$ cat src/rtl/rf_dump_reader.sv
// rtl/rf_dump_reader.sv - register file dump engine with valid/ready output and running checksum
//
// Sweeps registers first_i..last_i through one RF read port and presents each
// word on a valid/ready stream. It also accumulates a mod-2^DW checksum of the
// accepted words.
//
// Ports:
//   clk, rst_n           clock; asynchronous reset, asserted when rst_n=1
//   start_i, first_i,    dump request and inclusive register range,
//   last_i               sampled only while idle
//   abort_i              cancel a dump in progress
//   rf_ra_o, rf_rd_i     RF read address and same-cycle read data
//   dump_valid_o, dump_ready_i, dump_addr_o, dump_data_o, dump_last_o
//                        output word stream
//   busy_o               engine not idle
//   done_o               one-cycle pulse after the final word is accepted
//   err_o                one-cycle pulse when the requested range is reversed
//   checksum_o           sum of the words accepted in the current/last dump
module rf_dump_reader #(
    parameter int DW = 32,
    parameter int AW = 5
) (
    input  logic          clk,
    input  logic          rst_n,
    input  logic          start_i,
    input  logic          abort_i,
    input  logic [AW-1:0] first_i,
    input  logic [AW-1:0] last_i,
    output logic [AW-1:0] rf_ra_o,
    input  logic [DW-1:0] rf_rd_i,
    output logic          dump_valid_o,
    input  logic          dump_ready_i,
    output logic [AW-1:0] dump_addr_o,
    output logic [DW-1:0] dump_data_o,
    output logic          dump_last_o,
    output logic          busy_o,
    output logic          done_o,
    output logic          err_o,
    output logic [DW-1:0] checksum_o
);

    typedef enum logic [1:0] {
        IDLE = 2'd0,
        LOAD = 2'd1,
        SEND = 2'd2,
        DONE = 2'd3
    } state_t;

    state_t        state;
    logic [AW-1:0] ptr;
    logic [AW-1:0] last_q;
    logic          handshake;

    // The RF port belongs to decode whenever the engine is not reading, so the
    // address is parked at 0 outside LOAD/SEND.
    assign rf_ra_o   = (state == LOAD || state == SEND) ? ptr : '0;
    assign busy_o    = (state != IDLE);
    assign handshake = dump_valid_o & dump_ready_i;

    always_ff @(posedge clk or posedge rst_n) begin
        if (rst_n) begin
            state        <= IDLE;
            ptr          <= '0;
            last_q       <= '0;
            dump_valid_o <= 1'b0;
            dump_addr_o  <= '0;
            dump_data_o  <= '0;
            dump_last_o  <= 1'b0;
            done_o       <= 1'b0;
            err_o        <= 1'b0;
            checksum_o   <= '0;
        end else begin
            done_o <= 1'b0;
            err_o  <= 1'b0;
            case (state)
                IDLE: begin
                    if (start_i) begin
                        if (first_i <= last_i) begin
                            ptr        <= first_i;
                            last_q     <= last_i;
                            checksum_o <= '0;
                            state      <= LOAD;
                        end else begin
                            err_o <= 1'b1;
                        end
                    end
                end
                LOAD: begin
                    if (abort_i) begin
                        state <= IDLE;
                    end else begin
                        // Snapshot the word now; later RF writes must not
                        // change what is being presented.
                        dump_data_o  <= rf_rd_i;
                        dump_addr_o  <= ptr;
                        dump_last_o  <= (ptr == last_q);
                        dump_valid_o <= 1'b1;
                        state        <= SEND;
                    end
                end
                SEND: begin
                    // An accepted word always counts, even if abort arrives
                    // in the same cycle.
                    if (handshake) begin
                        checksum_o   <= checksum_o + dump_data_o;
                        dump_valid_o <= 1'b0;
                    end
                    if (abort_i) begin
                        dump_valid_o <= 1'b0;
                        state        <= IDLE;
                    end else if (handshake) begin
                        // Stop on last_q rather than incrementing, so a range
                        // ending at the top register never wraps to 0.
                        if (ptr == last_q) begin
                            done_o <= 1'b1;
                            state  <= DONE;
                        end else begin
                            ptr   <= ptr + 1'b1;
                            state <= LOAD;
                        end
                    end
                end
                DONE: begin
                    state <= IDLE;
                end
                default: begin
                    state <= IDLE;
                end
            endcase
        end
    end

endmodule

$ cat config.mk
export PLATFORM = sky130hd
export DESIGN_NAME = rf_dump_reader
export DESIGN_NICKNAME = d
export VERILOG_FILES = /design/src/rtl/rf_dump_reader.sv
export SDC_FILE = /design/constraint.sdc
export NUM_CORES = 1
export LEC_CHECK = 0
export CAP_MARGIN = 20
export CORE_MARGIN = 3
export CORE_UTILIZATION = 55
export DETAILED_ROUTE_END_ITERATION = 10
export GPL_ROUTABILITY_DRIVEN = 1
export GPL_TIMING_DRIVEN = 0
export PLACE_DENSITY = 0.87
export SYNTH_ARGS = -nofsm -noshare
export SYNTH_HDL_FRONTEND = slang
export SYNTH_SLANG_ARGS = --single-unit
export TNS_END_PERCENT = 100
$ cat constraint.sdc
create_clock -name clk -period 5.07 [get_ports clk]
set_clock_uncertainty 0.15 [all_clocks]
set_input_delay 1.014 -clock clk [delete_from_list [all_inputs] [get_ports clk]]
set_output_delay 1.014 -clock clk [all_outputs]
set_load 0.03 [all_outputs]
==> summary.md <==
| Metric | Value |
|---|---|
| Status | `finished, final reports clean` |
| Initial core utilization | `57.54%` |
| PortBufs | `125` |
| Slew margin rel. | `53.83%` |
| CP arrival | `3.79 ns` |
| Vias in the first global route | `5290` |
| Routed len/inst | `17.71 um` |
| Fin cells | `898` |
| M2 GR Usage | `50.09%` |
| Initial antenna violation count | `0` |
| # fillers | `714` |
| Largest net degree at the start of global routing | `66` |
| GP Congestion | `0.9069` |
| Grt met1 use | `37.47%` |
| Via count | `5203` |
| Row count | `35` |
| Hold Violations, Final | `0` |
| Synth cell types | `62` |
| Final period util | `72.40%` |
| Global-route usage over all layers | `29.38%` |
| Layout cells sized above 1 | `5.982%` |
| Inserted Clock Buffers | `9` |
| Synth top area cells | `dfrtp_1 39%, nand2_1 13%, ha_1 9.3%` |
| PwrDens | `634.3 mW/mm2` |
| Post-synth EDFFs | `0` |
| Global routing met3 resource utilization | `5.744%` |
| Synth Cell Area | `0.005393 mm2` |
| Fin util | `75.46%` |
| Crit. Startpoint | `last_i[2]` |
| Max Slew Vio Count | `0` |
| Die Ht | `105.0 um` |
| Hold_sp | `dump_last_o$_DFFE_PP0P_` |
| Max_cap viols | `0` |
| Setup Crit Path Kind | `in -> reg` |
| Hold Crit Class | `reg -> reg` |
| Iter 0 DRT Violations | `286` |
| Diode count | `0` |
| Leakage | `3.250 nW` |
| IO Pins | `126` |
| Setup TNS | `0 ns` |
| Clock Tree Buf Depth | `2` |
| Startpoint Class | `input pin` |
| Most frequent cell after synthesis | `nand2_1` |
| GRT busiest layer | `met2` |
| Yosys warning total | `0` |
| Critical Path End Type | `flop` |
| Pre-antenna DRT Iters | `4` |
| Later-pin clock latency in the skew report | `0.36 ns` |
| First-pass GRT wire length | `26170 um` |
| Die width | `105.0 um` |
| RR Startpoint | `dump_data_o[0]$_DFFE_PP0P_` |
| GR Overflow Total | `0` |
| RSZ-0062 raised after global routing | `false` |
| Fmax | `272.4 MHz` |
| H-tree depth | `3` |
| Clk root buf | `clkbuf_8` |
| Seq/Total Area, Yosys | `39.44%` |
| DR DRC count | `0` |
| Mapped Nets | `716` |
| Post-DP HPWL | `12080 um` |
| Min setup slack post-route | `1.399 ns` |
| Detailed Route WL | `15910 um` |
| Mapped Avg Cell Area | `8.587 um2` |
| Via-per-instance ratio | `5.794` |
| Post-route ant nets | `0` |
| Largest fanout on the critical path | `10` |
| Post-synth top cells | `180 x nand2_1, 85 x dfrtp_1, 40 x a21oi_1, 40 x ha_1` |
| Post-CTS setup repair buffer count | `0` |
| Top cell type by total area after synthesis | `dfrtp_1` |
| CTS hold repair buffers | `0` |
| Total core area | `0.009371 mm2` |
| Required @ worst endpoint | `5.19 ns` |
| Area share of the largest cell type after synthesis | `39.44%` |
| Final Setup Violations | `0` |
| Placed cell count | `883` |
| Area delta synth->final | `31.14%` |
| # clock sinks | `85` |
| Min cycle time layout | `3.671 ns` |
| Most used DFF post-synth | `dfrtp_1` |
| Slew @ Worst Pin | `0.6926 ns` |
| Setup WS pre-CTS | `1.060 ns` |
| Final Net Count | `853` |
| Die area | `0.01103 mm2` |
| Cells after synthesis | `628` |
| Synth Register Bits | `85` |
| CTS tree | `done` |
| Async SR Flop Fraction | `100.0%` |
| Cts repair resizes | `0` |
| VDD IR max | `0.3546 mV` |
| Clock transition at path regs | `0.09 ns` |
power breakdown:
part / switching [W] / total, W / leakage (nW) / internal, W
logic: 0.00171 / 0.00272 / 2.04 / 0.00101
clock network: 0.000265 / 0.000591 / 0.119 / 0.000326
registers: 0.000246 / 0.00118 / 1.10 / 0.000933
total: 0.00222 / 0.00449 / 3.25 / 0.00226
registers in the layout, summed over array words and instances, names as in the netlist:
signal and count:
done_o 1, last_q 5, state 2, err_o 1, checksum_o 32, ptr 5, dump_data_o 32, dump_valid_o 1
dump_addr_o 5, dump_last_o 1
cell usage in the layout (no fill, tap or decap), drive strengths merged, types with 4 or more instances in the layout:
cell           netlist  layout
nand2              181     181
o21a                 7       7
o21ai               34      34
nand2b               4       4
nand3                9       9
clkbuf              23      32
nor2b                9       9
o31ai               18      18
xnor2               11      11
nand4                7       7
inv                 20      20
a21oi               42      42
o211ai               9       9
xor2                17      17
nor2                22      22
a21o                10      10
clkdlybuf4s50        0     125
and2                 8       8
a211oi               5       5
buf                  3       4
and3                 6       6
o41ai                4       4
mux2                 6       6
dfrtp               85      85
ha                  40      40
nor3                11      11
kinds of logic (layout without fill, tap and decap cells):
group | after synthesis | after routing | share of synthesized area [%]
simple gates | 264 | 264 | 20.93
mux | 8 | 8 | 1.624
buf+inv | 46 | 187 | 3.271
xor+xnor | 28 | 28 | 4.547
compound gates | 156 | 156 | 20.53
fa+ha+maj | 41 | 41 | 9.652
flops | 85 | 85 | 39.44
metal layers:
layer | share of wire (%) | vias up
li1 | - | 2466
met1 | 43 | 2483
met2 | 49 | 232
met3 | 6.6 | 22
met4 | 1.7 | 0
met5 | 0 | -
worst paths after layout:
kind / cells past startpoint / slack [ns] / endpoint
max: 11 / 1.40 / checksum_o[19]$_DFFE_PP0P_
min: 2 / 0.34 / dump_last_o$_DFFE_PP0P_
max reg2reg: 11 / 1.90 / checksum_o[24]$_DFFE_PP0P_
min reg2reg: 2 / 0.34 / dump_last_o$_DFFE_PP0P_
max in group asynchronous: 3 / 3.33 / dump_data_o[31]$_DFFE_PP0P_
min in group asynchronous: 2 / 0.81 / last_q[0]$_DFFE_PP0P_
layout make-up:
type | instances | area (um2) | share of cell area [%]
clock buffers | 9 | 123.9 | 1.752
well taps | 129 | 161.4 | 2.282
repair buffers | 126 | 1279 | 18.08
flip-flops and latches | 85 | 2127 | 30.08
clock inverters | 6 | 112.6 | 1.592
multi-input cells | 497 | 3089 | 43.68
plain buffers | 26 | 101.3 | 1.433
inverters | 20 | 77.57 | 1.097
per-stage QoR:
stage	area (um2)	hold slack (ns)	power [W]
3_3_place_gp	6805	0.3110	0.003778
2_1_floorplan	5393	0.3390	0.002878
4_1_cts	7072	0.3390	0.004470
6_report	7072	0.3390	0.004486
5_1_grt	7072	0.3808	0.004764
3_5_place_dp	6835	0.3167	0.003876
critical path: stages:
cell and delay (ns):
clkdlybuf4s50_1 0.48, inv_1 0.05, ha_1 0.30, a21o_1 0.19, a21o_1 0.18, a211oi_2 0.25
o21ai_1 0.21, a21bo_1 0.25, buf_2 0.19, clkbuf_1 0.34, o31ai_1 0.32
Power figures use the tool's default switching activity.
